## src/rtl/aes_pkg.sv

```systemverilog
// Shared constants and types for the area-reduced AES core's S-box scheduler.
package aes_pkg;

  localparam int BYTE_W   = 8;
  localparam int ST_BYTES = 16;
  localparam int KW_BYTES = 4;
  localparam int CNT_W    = 4;
  localparam int WORK_W   = ST_BYTES * BYTE_W;
  localparam int KW_W     = KW_BYTES * BYTE_W;

  localparam logic [CNT_W-1:0] ST_LAST = CNT_W'(ST_BYTES - 1);
  localparam logic [CNT_W-1:0] KW_LAST = CNT_W'(KW_BYTES - 1);

  typedef enum logic [1:0] {
    IDLE   = 2'd0,
    ST_RUN = 2'd1,
    KW_RUN = 2'd2
  } sched_state_e;

  typedef enum logic {
    GRANT_ST = 1'b0,
    GRANT_KW = 1'b1
  } grant_e;

endpackage

```

## src/rtl/aes_sbox.sv

```systemverilog
// Single AES S-box: forward (dec=0) or inverse (dec=1) byte substitution,
// computed as GF(2^8) inversion plus the affine map instead of a ROM.
module aes_sbox
  import aes_pkg::*;
(
  input  logic [BYTE_W-1:0] U,
  input  logic              dec,
  output logic [BYTE_W-1:0] S
);

  // GF(2^8) multiply modulo x^8 + x^4 + x^3 + x + 1.
  function automatic logic [7:0] gf_mul(input logic [7:0] a, input logic [7:0] b);
    logic [7:0] p;
    logic [7:0] aa;
    p  = 8'h00;
    aa = a;
    for (int i = 0; i < 8; i++) begin
      if (b[i]) p = p ^ aa;
      aa = {aa[6:0], 1'b0} ^ (aa[7] ? 8'h1b : 8'h00);
    end
    return p;
  endfunction

  // x^254 == x^-1 for nonzero x, and maps 0 to 0 as AES requires.
  function automatic logic [7:0] gf_inv(input logic [7:0] x);
    logic [7:0] sq;
    logic [7:0] r;
    sq = x;
    r  = 8'h01;
    for (int i = 1; i < 8; i++) begin
      sq = gf_mul(sq, sq);
      r  = gf_mul(r, sq);
    end
    return r;
  endfunction

  function automatic logic [7:0] fwd_affine(input logic [7:0] b);
    return b ^ {b[6:0], b[7]} ^ {b[5:0], b[7:6]} ^ {b[4:0], b[7:5]}
             ^ {b[3:0], b[7:4]} ^ 8'h63;
  endfunction

  function automatic logic [7:0] inv_affine(input logic [7:0] s);
    return {s[6:0], s[7]} ^ {s[4:0], s[7:5]} ^ {s[1:0], s[7:2]} ^ 8'h05;
  endfunction

  always_comb begin
    if (dec) S = gf_inv(inv_affine(U));
    else     S = fwd_affine(gf_inv(U));
  end

endmodule

```

## src/rtl/aes_sbox_sched.sv

```systemverilog
// Shares one aes_sbox between the round datapath (16-byte jobs) and the key
// expander (4-byte SubWord jobs), streaming one byte per clock.
module aes_sbox_sched
  import aes_pkg::*;
(
  input  logic              clk,
  input  logic              rst,
  input  logic              st_req,
  input  logic              st_dec,
  input  logic [WORK_W-1:0] st_din,
  output logic              st_ack,
  output logic              st_done,
  output logic [WORK_W-1:0] st_dout,
  input  logic              kw_req,
  input  logic [KW_W-1:0]   kw_din,
  output logic              kw_ack,
  output logic              kw_done,
  output logic [KW_W-1:0]   kw_dout,
  output logic              busy
);

  sched_state_e      state, state_nxt;
  grant_e            last_grant;
  logic [WORK_W-1:0] work;
  logic [WORK_W-1:0] shifted;
  logic [CNT_W-1:0]  cnt;
  logic              dec_q;
  logic              last_byte;
  logic [BYTE_W-1:0] sbox_in;
  logic [BYTE_W-1:0] sbox_out;
  logic              sbox_dec;

  assign sbox_in  = work[WORK_W-1 -: BYTE_W];
  assign sbox_dec = (state == ST_RUN) ? dec_q : 1'b0;
  assign shifted  = {work[WORK_W-BYTE_W-1:0], sbox_out};
  assign busy     = (state != IDLE) && !rst;

  assign last_byte = ((state == ST_RUN) && (cnt == ST_LAST)) ||
                     ((state == KW_RUN) && (cnt == KW_LAST));

  aes_sbox u_sbox (
    .U   (sbox_in),
    .dec (sbox_dec),
    .S   (sbox_out)
  );

  // NOTE: every output of this block gets a default first so no path leaves
  // a signal unassigned, which would otherwise infer a latch.
  always_comb begin
    state_nxt = state;
    st_ack    = 1'b0;
    kw_ack    = 1'b0;
    unique case (state)
      IDLE: begin
        if (!rst) begin
          // On a tie, grant whichever port did not win the previous grant.
          if (st_req && kw_req) begin
            if (last_grant == GRANT_ST) kw_ack = 1'b1;
            else                        st_ack = 1'b1;
          end else begin
            st_ack = st_req;
            kw_ack = kw_req;
          end
        end
        if (st_ack)      state_nxt = ST_RUN;
        else if (kw_ack) state_nxt = KW_RUN;
      end
      ST_RUN, KW_RUN: begin
        if (last_byte) state_nxt = IDLE;
      end
      default: state_nxt = IDLE;
    endcase
  end

  // NOTE: state is updated with non-blocking assignments so every register
  // samples the pre-edge values, independent of statement order.
  always_ff @(posedge clk) begin
    if (rst) begin
      // NOTE: the work register is reset along with the control state so an
      // aborted job leaves no stale bytes; it is a single register, not a RAM.
      state      <= IDLE;
      last_grant <= GRANT_ST;
      work       <= '0;
      cnt        <= '0;
      dec_q      <= 1'b0;
      st_done    <= 1'b0;
      kw_done    <= 1'b0;
      st_dout    <= '0;
      kw_dout    <= '0;
    end else begin
      state   <= state_nxt;
      st_done <= 1'b0;
      kw_done <= 1'b0;
      if (st_ack) begin
        work       <= st_din;
        dec_q      <= st_dec;
        cnt        <= '0;
        last_grant <= GRANT_ST;
      end else if (kw_ack) begin
        work       <= {kw_din, {(WORK_W-KW_W){1'b0}}};
        dec_q      <= 1'b0;
        cnt        <= '0;
        last_grant <= GRANT_KW;
      end else if (state != IDLE) begin
        work <= shifted;
        cnt  <= cnt + CNT_W'(1);
        if (state == ST_RUN && last_byte) begin
          st_dout <= shifted;
          st_done <= 1'b1;
        end
        // After four shifts the key word's results occupy the low 32 bits.
        if (state == KW_RUN && last_byte) begin
          kw_dout <= shifted[KW_W-1:0];
          kw_done <= 1'b1;
        end
      end
    end
  end

endmodule

```

## config.mk

```make
export PLATFORM = sky130hd
export DESIGN_NAME = aes_sbox_sched
export DESIGN_NICKNAME = d
export VERILOG_FILES = /design/src/rtl/aes_pkg.sv /design/src/rtl/aes_sbox.sv /design/src/rtl/aes_sbox_sched.sv
export SDC_FILE = /design/constraint.sdc
export NUM_CORES = 2
export LEC_CHECK = 0
export CAP_MARGIN = 30
export CELL_PAD_IN_SITES_DETAIL_PLACEMENT = 1
export CELL_PAD_IN_SITES_GLOBAL_PLACEMENT = 1
export CORE_ASPECT_RATIO = 1.4
export CORE_UTILIZATION = 35
export DETAILED_ROUTE_END_ITERATION = 7
export MAX_ROUTING_LAYER = met4
export PLACE_DENSITY_LB_ADDON = 0.12
export SKIP_CTS_REPAIR_TIMING = 1
export SYNTH_ARGS = -nofsm -noshare
export SYNTH_HDL_FRONTEND = slang
export SYNTH_SLANG_ARGS = --single-unit
export TNS_END_PERCENT = 5
```

## constraint.sdc

```tcl
create_clock -name clk -period 15.45 [get_ports clk]
set_clock_uncertainty 0.05 [all_clocks]
set_input_delay 2.3175 -clock clk [delete_from_list [all_inputs] [get_ports clk]]
set_output_delay 2.3175 -clock clk [all_outputs]
set_load 0.01 [all_outputs]
```

==> impl_results.html <==
<table>
<tr><th>Metric</th><th>Value</th></tr>
<tr><th colspan="2">GRT</th></tr>
<tr><td>GRT Resource Usage Total</td><td>27.4%</td></tr>
<tr><td>Fraction of met1 tracks used by global routing</td><td>30.7%</td></tr>
<tr><td>Busiest metal layer after global routing</td><td>met2</td></tr>
<tr><td>Initial antenna violation count</td><td>12</td></tr>
<tr><td>First-pass GRT wire length</td><td>239 mm</td></tr>
<tr><td>Vias in the first global route</td><td>39.2k</td></tr>
<tr><td>Fraction of met3 tracks used by global routing</td><td>4.01%</td></tr>
<tr><td>GR Layer Usage met2</td><td>50.6%</td></tr>
<tr><td>Pin count of the biggest net entering global routing</td><td>98</td></tr>
<tr><td>Congestion Overflow GR</td><td>0</td></tr>
<tr><th colspan="2">Critical path</th></tr>
<tr><td>Largest stage delay on the critical path</td><td>0.59 ns</td></tr>
<tr><td>Cell count of the worst reg-to-reg path</td><td>48</td></tr>
<tr><td>Highest net fanout along the worst path</td><td>19</td></tr>
<tr><td>CP Buf/Inv Count</td><td>4</td></tr>
<tr><td>Minimum setup slack among reg-to-reg paths</td><td>0.72 ns</td></tr>
<tr><td>Stages on the worst setup path</td><td>48</td></tr>
<tr><td>Reg2Reg Capture Point</td><td>st_dout[7]$_SDFFE_PP0P_</td></tr>
<tr><td>Sort of element at the end of the critical path</td><td>flop</td></tr>
<tr><td>Gate family responsible for the most delay along the worst path</td><td>XOR/XNOR gates</td></tr>
<tr><td>Slowest-stage cell, CP</td><td>sky130_fd_sc_hd__xor3_2</td></tr>
<tr><td>Worst Setup Start Kind</td><td>flop</td></tr>
<tr><td>Start of the worst register-to-register path</td><td>work[124]$_SDFFE_PP0P_</td></tr>
<tr><td>Arrival time of the worst setup path</td><td>15.10 ns</td></tr>
<tr><td>Most frequent cell on the critical path</td><td>sky130_fd_sc_hd__xnor3_1</td></tr>
<tr><td>Required time worst endpoint</td><td>15.81 ns</td></tr>
<tr><td>Critical path class</td><td>reg2reg</td></tr>
<tr><th colspan="2">Cells and area</th></tr>
<tr><td>Most common cell after layout, fill and taps aside</td><td>sky130_fd_sc_hd__nand2_1</td></tr>
<tr><td>Area delta synth-&gt;final</td><td>21.7%</td></tr>
<tr><td>Leading cell types in the layout, fill and taps excluded</td><td>sky130_fd_sc_hd__nand2_1, sky130_fd_sc_hd__xnor2_1, sky130_fd_sc_hd__nor2_1</td></tr>
<tr><td>Fraction of layout cells with a size suffix above 1</td><td>12.3%</td></tr>
<tr><td>Core Util, Final</td><td>43.1%</td></tr>
<tr><td>Nets</td><td>5634</td></tr>
<tr><th colspan="2">Floorplan</th></tr>
<tr><td>Chip Width</td><td>285 um</td></tr>
<tr><td>Area inside the core boundary</td><td>111000 um2</td></tr>
<tr><td>I/O pin count</td><td>330</td></tr>
<tr><td>Height of the die</td><td>398 um</td></tr>
<tr><td>Initial cell density of the core</td><td>35.4%</td></tr>
<tr><td>Total die area</td><td>113000 um2</td></tr>
<tr><td>Cell row count</td><td>144</td></tr>
<tr><th colspan="2">Yosys</th></tr>
<tr><td>Top flip-flop cell by instance count after synthesis</td><td>sky130_fd_sc_hd__dfxtp_1</td></tr>
<tr><td>Yosys Warn Count</td><td>0</td></tr>
<tr><td>Number of distinct standard cells referenced by the synthesized netlist</td><td>106</td></tr>
<tr><td>Post-synthesis instance area</td><td>39200 um2</td></tr>
<tr><td>Number of synthesized flops with an enable pin</td><td>0</td></tr>
<tr><td>Async set or reset register ratio after synthesis</td><td>0%</td></tr>
<tr><td>Sequential share of the synthesized area</td><td>15.2%</td></tr>
<tr><td>Number of storage elements in the synthesis netlist</td><td>298</td></tr>
<tr><td>Syn avg cell area</td><td>7.66 um2</td></tr>
<tr><td>Mapped Cells</td><td>5120</td></tr>
<tr><td>Post-Synthesis Net Count</td><td>5302</td></tr>
<tr><th colspan="2">Route</th></tr>
<tr><td>Antenna-violating nets left</td><td>0</td></tr>
<tr><td>Vias</td><td>38.3k</td></tr>
<tr><td>DRT Wirelength</td><td>158 mm</td></tr>
<tr><td>Detailed router's first-iteration violation count</td><td>1916</td></tr>
<tr><td>Number of remaining DRC errors</td><td>0</td></tr>
<tr><td>Routed len/inst</td><td>22.7 um</td></tr>
<tr><td>Drt first pass iters</td><td>5</td></tr>
<tr><td>Via-to-Cell Ratio</td><td>5.51</td></tr>
<tr><th colspan="2">Clock tree</th></tr>
<tr><td>Clock sinks</td><td>298</td></tr>
<tr><td>TritonCTS buffer count</td><td>39</td></tr>
<tr><td>Worst-path clk slew</td><td>0.06 ns</td></tr>
<tr><td>Clock tree from TritonCTS</td><td>yes</td></tr>
<tr><td>Root buffer cell</td><td>sky130_fd_sc_hd__clkbuf_16</td></tr>
<tr><td>CTS Buffer Depth</td><td>3</td></tr>
<tr><td>CTS H-Tree Depth</td><td>2</td></tr>
<tr><td>Clock insertion delay at the later pin of the skew report</td><td>0.58 ns</td></tr>
<tr><th colspan="2">STA</th></tr>
<tr><td>Endpoints failing setup</td><td>0</td></tr>
<tr><td>Measured slew at the worst slew-check pin</td><td>1.06 ns</td></tr>
<tr><td>Pins Over Slew Limit</td><td>0</td></tr>
<tr><td>Share of the cycle needed by the critical path after routing</td><td>95.4%</td></tr>
<tr><td>Highest clock rate</td><td>67.9 MHz</td></tr>
<tr><td>Fin. Hold Viols</td><td>0</td></tr>
<tr><td>Min cycle time layout</td><td>14.73 ns</td></tr>
<tr><td>Total negative slack for setup checks</td><td>0 ns</td></tr>
<tr><td>Worst slew margin relative to its limit</td><td>29.0%</td></tr>
<tr><th colspan="2">Placed design</th></tr>
<tr><td>Count of input and output buffers</td><td>329</td></tr>
<tr><td>Detailed placement HPWL</td><td>118 mm</td></tr>
<tr><td>Placer's final routability congestion estimate</td><td>0.907</td></tr>
<tr><th colspan="2">Hold path</th></tr>
<tr><td>Hold path startpoint</td><td>st_dout[99]$_SDFFE_PP0P_</td></tr>
<tr><td>Worst min-delay path category</td><td>reg2reg</td></tr>
<tr><td>Number of cells on the worst hold path</td><td>2</td></tr>
<tr><td>Worst Hold End</td><td>st_dout[99]$_SDFFE_PP0P_</td></tr>
<tr><th colspan="2">Run</th></tr>
<tr><td>Max Cap Violations</td><td>0</td></tr>
<tr><th colspan="2">Status</th></tr>
<tr><td>Result of the run</td><td>complete, no violations</td></tr>
</table>
-- worst max-delay path by stage --
| stage | start | endpoint | slack, ns |
|---|---|---|---|
| floorplan | work[124]$_SDFFE_PP0P_ | work[4]$_SDFFE_PP0P_ | 0.16 |
| global placement | work[120]$_SDFFE_PP0P_ | st_dout[7]$_SDFFE_PP0P_ | -0.06 |
| detailed placement | work[120]$_SDFFE_PP0P_ | kw_dout[7]$_SDFFE_PP0P_ | -0.46 |
| CTS | work[120]$_SDFFE_PP0P_ | st_dout[7]$_SDFFE_PP0P_ | -0.56 |
| global route | work[127]$_SDFFE_PP0P_ | work[4]$_SDFFE_PP0P_ | -0.03 |
| finish | work[124]$_SDFFE_PP0P_ | st_dout[7]$_SDFFE_PP0P_ | 0.72 |
-- kinds of logic (layout without fill, tap and decap cells) --
group | count (synthesis) | count (layout) | share of synthesized area [%]
other | 0 | 11 | 0
XOR/XNOR | 1274 | 1276 | 37.6
multiplexers | 157 | 157 | 4.13
flip-flops | 298 | 298 | 15.2
buffers and inverters | 410 | 769 | 4.32
AO/OA/AOI/OAI | 1051 | 1051 | 17.5
AND/OR/NAND/NOR | 1910 | 1910 | 20.7
adder cells (fa/ha/maj) | 20 | 20 | 0.619
-- worst register-to-register path: cells and delay by family (launching register included) --
kind | cells | cell delay (ns)
AND/OR/NAND/NOR | 11 | 1.53
buffers and inverters | 4 | 1.08
flip-flops | 1 | 0.48
AO/OA/AOI/OAI | 5 | 0.97
XOR/XNOR | 28 | 10.49
-- flip-flops by register name (all words and copies together) (netlist names) --
name / flops
cnt: 4
dec_q: 1
kw_done: 1
kw_dout: 32
last_grant: 1
st_done: 1
st_dout: 128
state: 2
work: 128
-- layer usage --
layer / wire, um / part of all wire (%)
met4: 4190 / 2.7
met1: 64000 / 41
met3: 6430 / 4.1
met5: 0 / 0
met2: 83000 / 53
-- cell usage after synthesis, types with 13 or more instances --
cell	instances	share of area (%)
sky130_fd_sc_hd__buf_2	65	0.83
sky130_fd_sc_hd__nor2b_1	36	0.57
sky130_fd_sc_hd__o21ai_0	147	1.9
sky130_fd_sc_hd__xor2_1	214	4.8
sky130_fd_sc_hd__clkbuf_1	259	2.5
sky130_fd_sc_hd__a31oi_1	32	0.51
sky130_fd_sc_hd__a22oi_1	27	0.52
sky130_fd_sc_hd__buf_1	27	0.26
sky130_fd_sc_hd__nand2b_1	36	0.57
sky130_fd_sc_hd__o22ai_1	61	0.97
sky130_fd_sc_hd__inv_1	33	0.32
sky130_fd_sc_hd__o31ai_1	16	0.31
sky130_fd_sc_hd__mux2i_1	129	3.3
sky130_fd_sc_hd__dfxtp_1	298	15
sky130_fd_sc_hd__mux2_2	27	0.78
sky130_fd_sc_hd__xnor3_1	169	9.7
sky130_fd_sc_hd__a221oi_1	111	2.5
sky130_fd_sc_hd__nand3_1	67	0.86
sky130_fd_sc_hd__o211ai_1	61	1.2
sky130_fd_sc_hd__and2_1	26	0.41
sky130_fd_sc_hd__nor2_1	657	6.3
sky130_fd_sc_hd__xnor2_2	45	1.9
sky130_fd_sc_hd__xnor2_1	779	17
sky130_fd_sc_hd__buf_4	16	0.31
sky130_fd_sc_hd__nor3_1	189	2.4
sky130_fd_sc_hd__and3_1	24	0.38
sky130_fd_sc_hd__nand2_1	795	7.6
sky130_fd_sc_hd__o21ai_1	14	0.18
sky130_fd_sc_hd__xor3_1	27	1.6
sky130_fd_sc_hd__a32oi_1	16	0.36
sky130_fd_sc_hd__a211oi_1	49	0.94
sky130_fd_sc_hd__xor2_2	17	0.71
sky130_fd_sc_hd__a21oi_1	369	4.7
sky130_fd_sc_hd__o21a_1	13	0.25
sky130_fd_sc_hd__ha_1	17	0.54
-- through the flow --
step                      cells  hold WS [ns]  instance area, um2  setup WS (ns)
after floorplan            5120         0.394               39200          0.156
after global placement     6831         0.391               45200        -0.0550
after detailed placement   6834         0.396               45200         -0.461
after CTS                  6904         0.403               46600         -0.561
after global routing       6952         0.425               47700        -0.0344
final                      6952         0.403               47700          0.716
-- final cells by class --
| class | count | area [um2] |
|---|---|---|
| antenna | 11 | 27.5 |
| fill | 13400 | 62900 |
| tap | 1460 | 1830 |
| multi-input combinational | 4414 | 32500 |
| inverter | 41 | 156 |
| timing repair buffer | 658 | 5860 |
| clock inverter | 19 | 298 |
| sequential | 298 | 5970 |
| clock buffer | 51 | 1060 |
Power is not shown: default switching activity piles up to over one toggle a cycle in this logic, so the estimate is an artifact.
